$ cat config.mk
export PLATFORM = sky130hd
export DESIGN_NAME = reset_domain_sequencer
export DESIGN_NICKNAME = d
export VERILOG_FILES = /design/src/rtl/reset_domain_sequencer.sv
export SDC_FILE = /design/constraint.sdc
export NUM_CORES = 1
export LEC_CHECK = 0
export BUFFER_PORTS_ARGS = -buffer_cell sky130_fd_sc_hd__buf_2
export CAP_MARGIN = 30
export CELL_PAD_IN_SITES_DETAIL_PLACEMENT = 1
export CELL_PAD_IN_SITES_GLOBAL_PLACEMENT = 2
export CORE_MARGIN = 8
export CORE_UTILIZATION = 39
export CTS_CLUSTER_SIZE = 40
export DETAILED_ROUTE_END_ITERATION = 16
export HOLD_SLACK_MARGIN = 0.06
export PLACE_DENSITY_LB_ADDON = 0.1
export SYNTH_ARGS = -nofsm -noshare
export SYNTH_HDL_FRONTEND = slang
export SYNTH_SLANG_ARGS = --single-unit
$ cat constraint.sdc
create_clock -name clock -period 3.5 [get_ports clock]
set_clock_uncertainty 0.15 [all_clocks]
set_input_delay 0.175 -clock clock [delete_from_list [all_inputs] [get_ports clock]]
set_output_delay 0.175 -clock clock [all_outputs]
set_load 0.005 [all_outputs]
$ cat src/rtl/reset_domain_sequencer.sv
// Power sequencer for one reset domain. Brings the domain up (clock on, settle,
// release reset, de-isolate, ack) and tears it down in mirror order, driven by a
// four-phase enable_req/enable_ack handshake with the upstream reset control node.
module reset_domain_sequencer #(
    parameter int unsigned SETTLE_CYCLES = 4,
    parameter int unsigned HOLD_CYCLES   = 2,
    parameter int unsigned DRAIN_CYCLES  = 4,
    parameter int unsigned CNT_W         = 8
) (
    input  logic clock,
    input  logic async_resetn,
    input  logic enable_req,
    output logic enable_ack,
    output logic domain_clock_enable,
    output logic domain_resetn,
    output logic domain_isolate,
    output logic protocol_error
);

    typedef enum logic [2:0] {
        StOff,
        StClkOn,
        StRstRel,
        StOn,
        StDrain,
        StRstAssert,
        StClkOff
    } state_t;

    // Counter load values: a timed state of N cycles loads N-1 and exits when it reads 0
    localparam logic [CNT_W-1:0] SETTLE_LOAD = CNT_W'(SETTLE_CYCLES - 1);
    localparam logic [CNT_W-1:0] HOLD_LOAD   = CNT_W'(HOLD_CYCLES - 1);
    localparam logic [CNT_W-1:0] DRAIN_LOAD  = CNT_W'(DRAIN_CYCLES - 1);
    localparam logic [CNT_W-1:0] CNT_ONE     = CNT_W'(1);

    state_t           r_state;
    state_t           w_state_next;
    logic [CNT_W-1:0] r_cnt;
    logic [CNT_W-1:0] w_cnt_next;
    logic             w_cnt_zero;
    logic             r_req_prev;
    logic             w_in_transit;
    logic             w_err_next;
    logic [3:0]       w_outs_next;
    logic             r_clk_en;
    logic             r_resetn;
    logic             r_isolate;
    logic             r_ack;
    logic             r_error;

    // Output pattern per state: {clock_enable, resetn, isolate, ack}
    function automatic logic [3:0] state_outputs(input state_t s);
        logic [3:0] o;
        unique case (s)
            StOff:       o = 4'b0010;
            StClkOn:     o = 4'b1010;
            StRstRel:    o = 4'b1110;
            StOn:        o = 4'b1101;
            StDrain:     o = 4'b1111;
            StRstAssert: o = 4'b1011;
            StClkOff:    o = 4'b0011;
            default:     o = 4'b0010;
        endcase
        return o;
    endfunction

    // Next-state, counter and error decode
    always_comb begin
        w_state_next = r_state;
        w_cnt_next   = r_cnt;
        w_cnt_zero   = (r_cnt == '0);
        unique case (r_state)
            StOff: begin
                if (enable_req) begin
                    w_state_next = StClkOn;
                    w_cnt_next   = SETTLE_LOAD;
                end
            end
            StClkOn: begin
                if (w_cnt_zero) begin
                    w_state_next = StRstRel;
                    w_cnt_next   = HOLD_LOAD;
                end else begin
                    w_cnt_next = r_cnt - CNT_ONE;
                end
            end
            StRstRel: begin
                if (w_cnt_zero) begin
                    w_state_next = StOn;
                end else begin
                    w_cnt_next = r_cnt - CNT_ONE;
                end
            end
            StOn: begin
                if (!enable_req) begin
                    w_state_next = StDrain;
                    w_cnt_next   = DRAIN_LOAD;
                end
            end
            StDrain: begin
                if (w_cnt_zero) begin
                    w_state_next = StRstAssert;
                    w_cnt_next   = HOLD_LOAD;
                end else begin
                    w_cnt_next = r_cnt - CNT_ONE;
                end
            end
            StRstAssert: begin
                if (w_cnt_zero) begin
                    w_state_next = StClkOff;
                end else begin
                    w_cnt_next = r_cnt - CNT_ONE;
                end
            end
            StClkOff: begin
                w_state_next = StOff;
            end
            default: begin
                w_state_next = StOff;
                w_cnt_next   = '0;
            end
        endcase

        // Request changes are illegal only while a sequence is in flight
        w_in_transit = (r_state != StOff) && (r_state != StOn);
        w_err_next   = w_in_transit && (enable_req != r_req_prev);
        w_outs_next  = state_outputs(w_state_next);
    end

    // State, counter and registered outputs loaded from the next-state decode
    always_ff @(posedge clock or negedge async_resetn) begin
        if (!async_resetn) begin
            r_state    <= StOff;
            r_cnt      <= '0;
            r_req_prev <= 1'b0;
            r_clk_en   <= 1'b0;
            r_resetn   <= 1'b0;
            r_isolate  <= 1'b1;
            r_ack      <= 1'b0;
            r_error    <= 1'b0;
        end else begin
            r_state    <= w_state_next;
            r_cnt      <= w_cnt_next;
            r_req_prev <= enable_req;
            r_clk_en   <= w_outs_next[3];
            r_resetn   <= w_outs_next[2];
            r_isolate  <= w_outs_next[1];
            r_ack      <= w_outs_next[0];
            r_error    <= w_err_next;
        end
    end

    assign domain_clock_enable = r_clk_en;
    assign domain_resetn       = r_resetn;
    assign domain_isolate      = r_isolate;
    assign enable_ack          = r_ack;
    assign protocol_error      = r_error;

endmodule
### Yosys cells after proc, flatten, opt, wreduce, memory -nomap -nowiden

Cells that the tools add are included.

| storage, ports and cells | value |
|---|---|
| output and inout port bits | 5 |
| input port bits | 3 |
| register bits | 17 |

| operators by class | value |
|---|---|
| $add $sub $neg | 1 |
| muxes and demuxes | 13 |
| eq/ne operators | 17 |
| reduce and logical (&&, ||, !) cells | 8 |
| bitwise operators | 1 |

Operator list:

| cell | number |
|---|---|
| one-hot mux 8 bit (5 select lines) | 1 |
| 2-to-1 mux 8 bit | 4 |
| one-hot mux 4 bit (6 select lines) | 1 |
| equality test 3 bit, second input constant | 6 |
| 2-to-1 mux 3 bit | 6 |
| one-hot mux 3 bit (6 select lines) | 1 |
| equality test 3 x 2 -> 1 bit, second input constant | 4 |
| logical NOT 8 bit | 1 |
| subtractor 8 x 1 -> 8 bit, second input constant | 1 |
| equality test 3 x 1 -> 1 bit, second input constant | 2 |
| inequality test 2 bit, second input constant | 3 |
| AND reduction 4 bit | 1 |
| OR reduction 2 bit | 2 |
| logical NOT 3 bit | 1 |
| inequality test 3 x 2 -> 1 bit, second input constant | 1 |
| nonzero test 3 bit | 1 |
| logical AND 1 bit | 2 |
| inequality test 1 bit | 1 |
| inverter 1 bit | 1 |

### Logic depth before layout (Yosys ltp)

Gate-level depths: netlist of the first run.

| logic depth | value |
|---|---|
| depth after elaboration | 5 |
| gate-level depth with buffers | 7 |
| gate-level depth less buffers | 6 |

### Worst setup path before layout of the first run

Ideal clock, no wire load.

| path | value |
|---|---|
| kind | reg2reg |
| start | reg r_state[1] |
| end | reg r_cnt[6] |
| clock period less this slack | 1.954 ns |
| stages on the path, launching flop included | 7 |
| path buffers | 2 |
| arrival | 1.724 ns |
| path slack | 1.546 ns |
| path through | dfrtp_1 -> buf_6 -> and3b_1 -> a311o_1 -> buf_6 -> or4_1 -> a21oi_1 |

| on the way | value |
|---|---|
| word-level cells in the longest chain between the ends | 4 |

RTL lines:

| item | line | source |
|---|---|---|
| start: declaration | 36 | `state_t r_state;` |
| start signal: assignment | 133 | `r_state <= StOff;` |
| start signal: assignment | 142 | `r_state <= w_state_next;` |
| equality test 3 bit or equality test 3 x 2 -> 1 bit (tied branches) | 72 | `unique case (r_state)` |
| OR reduction 2 bit (no line) | n/a |  |
| inequality test 2 bit (no line) | n/a |  |
| AND reduction 4 bit (no line) | n/a |  |
| end signal: assignment | 143 | `r_cnt <= w_cnt_next;` |
| end: declaration | 38 | `logic [CNT_W-1:0] r_cnt;` |

Parallel ways exist; a longest one is shown, timed or not.
A chain may end at the register's enable or synchronous reset.

### Final worst setup path of the first run

| path | value |
|---|---|
| start | reg r_cnt[0] |
| end | reg r_cnt[5] |

| on the way | value |
|---|---|
| word-level cells in the longest chain between the ends | 3 |

RTL lines:

| item | line |
|---|---|
| subtractor 8 x 1 -> 8 bit or logical NOT 8 bit (tied branches) | n/a |
| 2-to-1 mux 8 bit (tied with other cells) | 88, 109 |
| one-hot mux 8 bit (5 select lines) or AND reduction 4 bit (tied branches) | n/a |

Parallel ways exist; a longest one is shown, timed or not. The select of a mux whose other input is x is not followed.

==> flow_summary_export.csv, run 1 <==
group,metric,value,unit
synth,synth_top_area_share,0.382,
sta,hold_viol,0,
clock_network,cts_tree,"built",
cells_and_area,multi_input_comb_area,552,µm²
synth,seq_area_frac_synth,0.407,
critical_path,crit_family,"simple AND/OR/NAND/NOR gates",
synth,async_flop_share,1.00,
sta,relSlewSlack,0.497,
clock_network,htreeDepth,1,
cells_and_area,nets,126,
placement,dpl_cell_area,0.00107,mm²
pwr,seqPwrFrac,0.396,
clock_network,cts_made_buffers,3,
critical_path,critical_path_class,"reg2reg",
critical_path,worst-endpoint-required,3510,ps
synth,yosysWarnings,0,
route,drtIter0Drc,31,
pwr,p_sw,0.000455,W
clock_network,cts_resized,0,
global_route,grt_max_degree,21,
sta,fmax,417,MHz
clock_network,cts_root_buf,"clkbuf_4",
die,die-width,67.8,µm
synth,yosys.area.top_type,"dfrtp_1",
sta,drv_slew,0,
critical_path,reg2reg_from,"r_cnt[0]",
pwr,pwr-share-comb,0.494,
pwr,p_clk_frac,0.110,
critical_path,crit_fanout,13,
cells_and_area,fillCellCount,301,
synth,synthTopCellsByCount,"dfrtp_1, a21oi_1, or4_1, nand2_1",
critical_path,cp.arrival,2410,ps
die,die-height,67.8,µm
placement,port_buffers,7,
cells_and_area,drive_above_1_share,0.142,
synth,ys.flop_type,"dfrtp_1",
sta,worst_pin_slew,748,ps
die,die_area,0.00460,mm²
cells_and_area,register_area,427,µm²
clock_network,clock_sinks,17,
critical_path,crit_path_top_delay_cell,"a211oi_2",
route,ant_nets,0,
synth,synth_edf_count,0,
critical_path,cp.buffers_inverters,1,
global_route,grt_pass1_wl,4440,µm
pwr,peakVddDrop,0.438,mV
synth,mappedNetlistNets,119,
clock_network,cts_setup_buffers,0,
sta,period_share,0.685,
route,route.vias.total,911,
die,start_util,0.415,
synth,syn_area,0.00105,mm²
pwr,p_per_area,881,mW/mm²
global_route,first_global_vias,947,
sta,rsz0062_at_grt,"false",
route,drc_errors,0,
clock_network,path_clk_slew,100,ps
synth,avgSynthCellArea,9.19,µm²
outcome,status,"finished clean",
critical_path,crit_start,"r_cnt[0]",
critical_path,max_stage_delay,600,ps
placement,hpwlAfterDp,1830,µm
critical_path,worstSetupEndpointType,"register",
cells_and_area,syn_to_final_growth,6.93,%
route,drtPass1Iterations,4,
job,maxCapViolations,0,
global_route,antenna_found_initial,0,
sta,fin_crit,2400,ps
pwr,internal_power,0.000532,W
route,vias_per_cell,6.07,
clock_network,clkLatencyLatePin,290,ps
sta,finalSetupViolCount,0,
die,rows,18,
synth,yosysMostFrequentCell,"dfrtp_1",
clock_network,clk_path_buf_depth,2,
critical_path,setup.worst_path.start_class,"register",
pwr,p_sw_frac,0.461,
cells_and_area,antennaDiodeCount,0,
placement,gp_congestion,0.757,
route,wl,2510,µm
sta,tns,0,ps
critical_path,crit_chain,"inv_1 -> ha_1 -> or3b_2 -> a211oi_2 -> or4_1 -> a21oi_1",
die,ios,8,
die,core_area,0.00252,mm²
synth,ys_ff_latch,17,
route,route.detailed.wl_per_inst,16.7,µm
synth,yosys-top-cells-area,"dfrtp_1, or4_1, o31ai_1, a21oi_1, o21ai_0",
global_route,grt_usage,0.123,
synth,synth_cell_type_count,40,
cells_and_area,final_cell_area,0.00112,mm²
hold_path,hp-class,"in2async",
global_route,gr-total-overflow,0,
pwr,p_leak,0.462,nW
synth,syn_inst,114,
-- stage by stage --
step           instances  hold slack [ps]   util  setup slack (ps)  total power (W)
2_1_floorplan        114             -271      -              1550         0.000775
3_3_place_gp         144            -32.3  0.426              1180         0.000869
5_1_grt              150              218  0.444               935          0.00109
6_report             150              175  0.444              1100         0.000987
3_5_place_dp         144            -25.2  0.426              1130         0.000885
4_1_cts              150              180  0.444              1100         0.000999
-- power groups by stage --
stage               Clock, W  Combinational [W]  Sequential, W
floorplan                  0           0.000455       0.000320
global placement           0           0.000480       0.000389
detailed placement         0           0.000489       0.000396
CTS                 0.000113           0.000494       0.000391
global route        0.000119           0.000558       0.000414
finish              0.000108           0.000488       0.000391
-- final cells by class --
cell class / instances / area share
clock buffer: 4 / 0.0235
inverter: 4 / 0.0134
multi-input combinational: 85 / 0.493
sequential: 17 / 0.381
tap: 30 / 0.0335
timing repair buffer: 10 / 0.0559
-- state kept, by name (all words and copies together), names as in the netlist --
| signal | count |
|---|---|
| r_cnt | 8 |
| r_state | 3 |
| domain_clock_enable | 1 |
| domain_isolate | 1 |
| domain_resetn | 1 |
| enable_ack | 1 |
| protocol_error | 1 |
| r_req_prev | 1 |
-- cells by family (layout without fill, tap and decap cells) --
group	Yosys count	after routing	synth area share
fa+ha+maj	2	2	0.0239
compound gates	37	37	0.235
simple gates	45	45	0.259
buf+inv	12	18	0.0657
xor+xnor	1	1	0.00836
flops	17	17	0.407
-- repair_timing --
item,CTS,global route
endpoints found under the setup margin,0,0
hold buffers,2,0
hold endpoints to repair,18,0
-- routing by layer --
metal  global-route usage  vias up  part of all wire  routed length (µm)
met5                    0        -                 0                   0
met4               0.0460        0             0.013                  33
met3               0.0196        4             0.040                 100
met2                0.192       12              0.46                1160
met1                0.168      451              0.49                1220
li1                     -      444                 -                   -
-- cells in the final DEF, fill, tap and decap left out, types with 3 or more instances in the layout --
| master | Yosys | layout |
|---|---|---|
| o21ai_0 | 7 | 7 |
| o31ai_1 | 7 | 7 |
| dfrtp_1 | 16 | 16 |
| nand2_1 | 8 | 8 |
| buf_2 | 1 | 7 |
| or4_1 | 9 | 9 |
| nand2b_1 | 4 | 4 |
| nor2_1 | 4 | 4 |
| inv_1 | 4 | 4 |
| a21oi_1 | 10 | 10 |
| nor2b_1 | 3 | 3 |
| clkbuf_4 | 0 | 3 |
| nand3_1 | 3 | 3 |
-- path summary, 6_finish.rpt --
| kind | to | slack [ps] | cells after the start |
|---|---|---|---|
| worst min register to register | protocol_error | 390 | 2 |
| min in group clock | protocol_error | 390 | 2 |
| worst min-delay path | r_cnt[4] | 180 | 2 |
| worst max register to register | r_cnt[5] | 1100 | 6 |
| worst max-delay path | r_cnt[5] | 1100 | 6 |
| max in group asynchronous | domain_isolate | 2700 | 2 |
No activity file was read; power rests on OpenSTA's default activity.
==> inputs of run 2 (changes only) <==
ABC_AREA = 1   (was default)
CORE_UTILIZATION = 30   (was 39)
clock period = 2.1 ns   (was 3.5 ns; I/O delays follow)
==> run 2 against run 1 <==
  * Hold slack got worse by 68 ps
  * Wire length is 8.1% higher
  * Final area up 8.5%
  * Utilization shrank 8.6 points
  * Cell count grew 41%
  * Global-route usage decreased by 1.6 points
  * Clock power rose by 70%
  * Clock-buffer cell count is the same
  * Setup slack lost 750 ps
  * Fmax rose by 37%
==> flow_summary_export.csv, run 2 <==
group,metric,value,unit
die,die-width,75.9,µm
route,drtPass1Iterations,4,
sta,rsz0062_at_grt,"false",
cells_and_area,largest_reg_flops,8,
clock_network,cts_tree,"built",
synth,syn_area,0.00108,mm²
sta,drv_slew,0,
sta,relSlewSlack,0.730,
cells_and_area,layout_common_cells,"nand2_1, inv_1, nand3_1, dfrtp_1, nor2_1",
clock_network,cts_setup_buffers,0,
critical_path,crit_path_top_delay_cell,"dfrtp_1",
route,wl,2710,µm
synth,seq_area_frac_synth,0.397,
synth,mappedNetlistNets,157,
critical_path,reg2reg_from,"r_cnt[0]",
route,route.vias.total,980,
synth,yosysMostFrequentCell,"nand2_1",
die,die_area,0.00576,mm²
sta,fmax,572,MHz
cells_and_area,drive_above_1_share,0.152,
sta,tns,0,ps
global_route,grt_pass1_wl,4640,µm
route,route.detailed.wl_per_inst,12.8,µm
cells_and_area,fillCellCount,436,
cells_and_area,syn_to_final_growth,12.9,%
critical_path,rr_endpoint,"domain_clock_enable",
critical_path,r2r_cells,9,
global_route,grt_usage,0.107,
sta,worst_pin_slew,405,ps
cells_and_area,top_register,"r_cnt",
critical_path,setup.worst_path.start_class,"register",
sta,timing.final.ws_setup,352,ps
cells_and_area,reg_top3,"r_cnt: 8 flops, r_state: 3 flops",
route,drtIter0Drc,61,
outcome,status,"finished clean",
cells_and_area,nets,171,
pwr,p_leak,0.651,nW
synth,ys_ff_latch,17,
placement,hpwlAfterDp,2060,µm
critical_path,r2r_slack,350,ps
route,drc_errors,0,
sta,fin_crit,1750,ps
synth,async_flop_share,1.00,
critical_path,max_stage_delay,370,ps
die,die-height,75.9,µm
synth,synth_top_area_share,0.372,
global_route,first_global_vias,971,
synth,yosys-top-cells-area,"dfrtp_1, nand2_1, nand3_1, inv_1, nor2_1",
sta,finalSetupViolCount,0,
clock_network,cts_made_buffers,3,
synth,synthTopCellsByCount,"nand2_1, inv_1, nand3_1, dfrtp_1, nor2_1",
synth,avgSynthCellArea,7.08,µm²
die,core_area,0.00339,mm²
route,ant_nets,0,
synth,syn_inst,152,
clock_network,clk_path_buf_depth,2,
clock_network,clkLatencyLatePin,290,ps
sta,period_share,0.832,
clock_network,cts_root_buf,"clkbuf_4",
synth,synth_cell_type_count,23,
global_route,antenna_found_initial,0,
global_route,grt_max_degree,18,
placement,port_buffers,7,
cells_and_area,antennaDiodeCount,0,
die,start_util,0.317,
route,vias_per_cell,4.64,
synth,yosys.area.top_type,"dfrtp_1",
clock_network,cts_resized,0,
placement,dpl_worst_slack,361,ps
clock_network,clock_sinks,17,
critical_path,crit_chain,"inv_1 -> ha_1 -> nand2_1 -> nor2_4 -> nand2_1 -> nand3_1 -> nor2_1 -> nor2_1 -> nand3_1",
clock_network,holdBufCountCts,2,
synth,synth_edf_count,0,
cells_and_area,final_common_cell,"nand2_1",
hold_path,hp-class,"in2async",
die,ios,8,
critical_path,cp.arrival,1780,ps
clock_network,htreeDepth,1,
pwr,peakVddDrop,0.456,mV
critical_path,worst-endpoint-required,2130,ps
sta,hold_viol,0,
global_route,gr-total-overflow,0,
job,maxCapViolations,0,
critical_path,worstSetupEndpointType,"register",
pwr,p_per_area,1520,mW/mm²
synth,yosysWarnings,0,
die,rows,21,
critical_path,critical_path_class,"reg2reg",
synth,ys.flop_type,"dfrtp_1",
clock_network,path_clk_slew,100,ps
placement,gp_congestion,0.780,
critical_path,crit_fanout,7,
[run 2: metrics by stage]
step           instance area [µm²]  hold slack (ps)  power, W  cells  utilization
2_1_floorplan                 1080             -341   0.00137    152            -
3_3_place_gp                  1170            -95.6   0.00165    205        0.345
3_5_place_dp                  1170            -93.9   0.00166    205        0.345
4_1_cts                       1210              112   0.00186    211        0.358
5_1_grt                       1210              135   0.00205    211        0.358
6_report                      1210              108   0.00185    211        0.358
[run 2: how the worst max path moves through the flow]
stage / start / to / slack, ps
4_1_cts: r_cnt[0] / domain_clock_enable / 330
3_3_place_gp: r_cnt[0] / domain_clock_enable / 380
3_5_place_dp: r_cnt[0] / domain_clock_enable / 360
5_1_grt: r_cnt[0] / domain_clock_enable / 180
6_report: r_cnt[0] / domain_clock_enable / 350
2_1_floorplan: r_cnt[0] / domain_clock_enable / 570
[run 2: cell families (layout without fill, tap and decap cells)]
family | count (synthesis) | after routing | share of synthesized area
fa+ha+maj | 2 | 2 | 0.0233
buf+inv | 23 | 36 | 0.0826
simple gates | 96 | 96 | 0.406
xor+xnor | 4 | 4 | 0.0326
compound gates | 10 | 10 | 0.0593
flops | 17 | 17 | 0.397
[run 2: routing by layer]
layer	GRT usage	vias up	share of wire
li1	-	499	-
met1	0.148	463	0.52
met3	0.0368	2	0.047
met5	0	-	0
met4	0.0256	0	0.0066
met2	0.153	16	0.42
[run 2: cell type report]
type	count	area [µm²]	share of cell area
timing repair buffer	9	55.1	0.0453
clock buffer	4	26.3	0.0216
multi-input combinational	112	561	0.461
inverter	23	88.8	0.0731
tap	46	57.6	0.0474
sequential	17	427	0.351
[run 2: power by group]
| part | internal, W | total, W | switching, W | leakage [nW] |
|---|---|---|---|---|
| logic | 0.000363 | 0.00115 | 0.000784 | 0.421 |
| clock network | 0.0000740 | 0.000184 | 0.000110 | 0.0150 |
| registers | 0.000446 | 0.000521 | 0.0000750 | 0.215 |
[run 2: critical path, delay by kind of cell, from the launching register on]
kind	cells	cell delay, ps
adders and majority gates	1	170
buffers and inverters	1	160
DFF	1	370
and+or+nand+nor	7	790
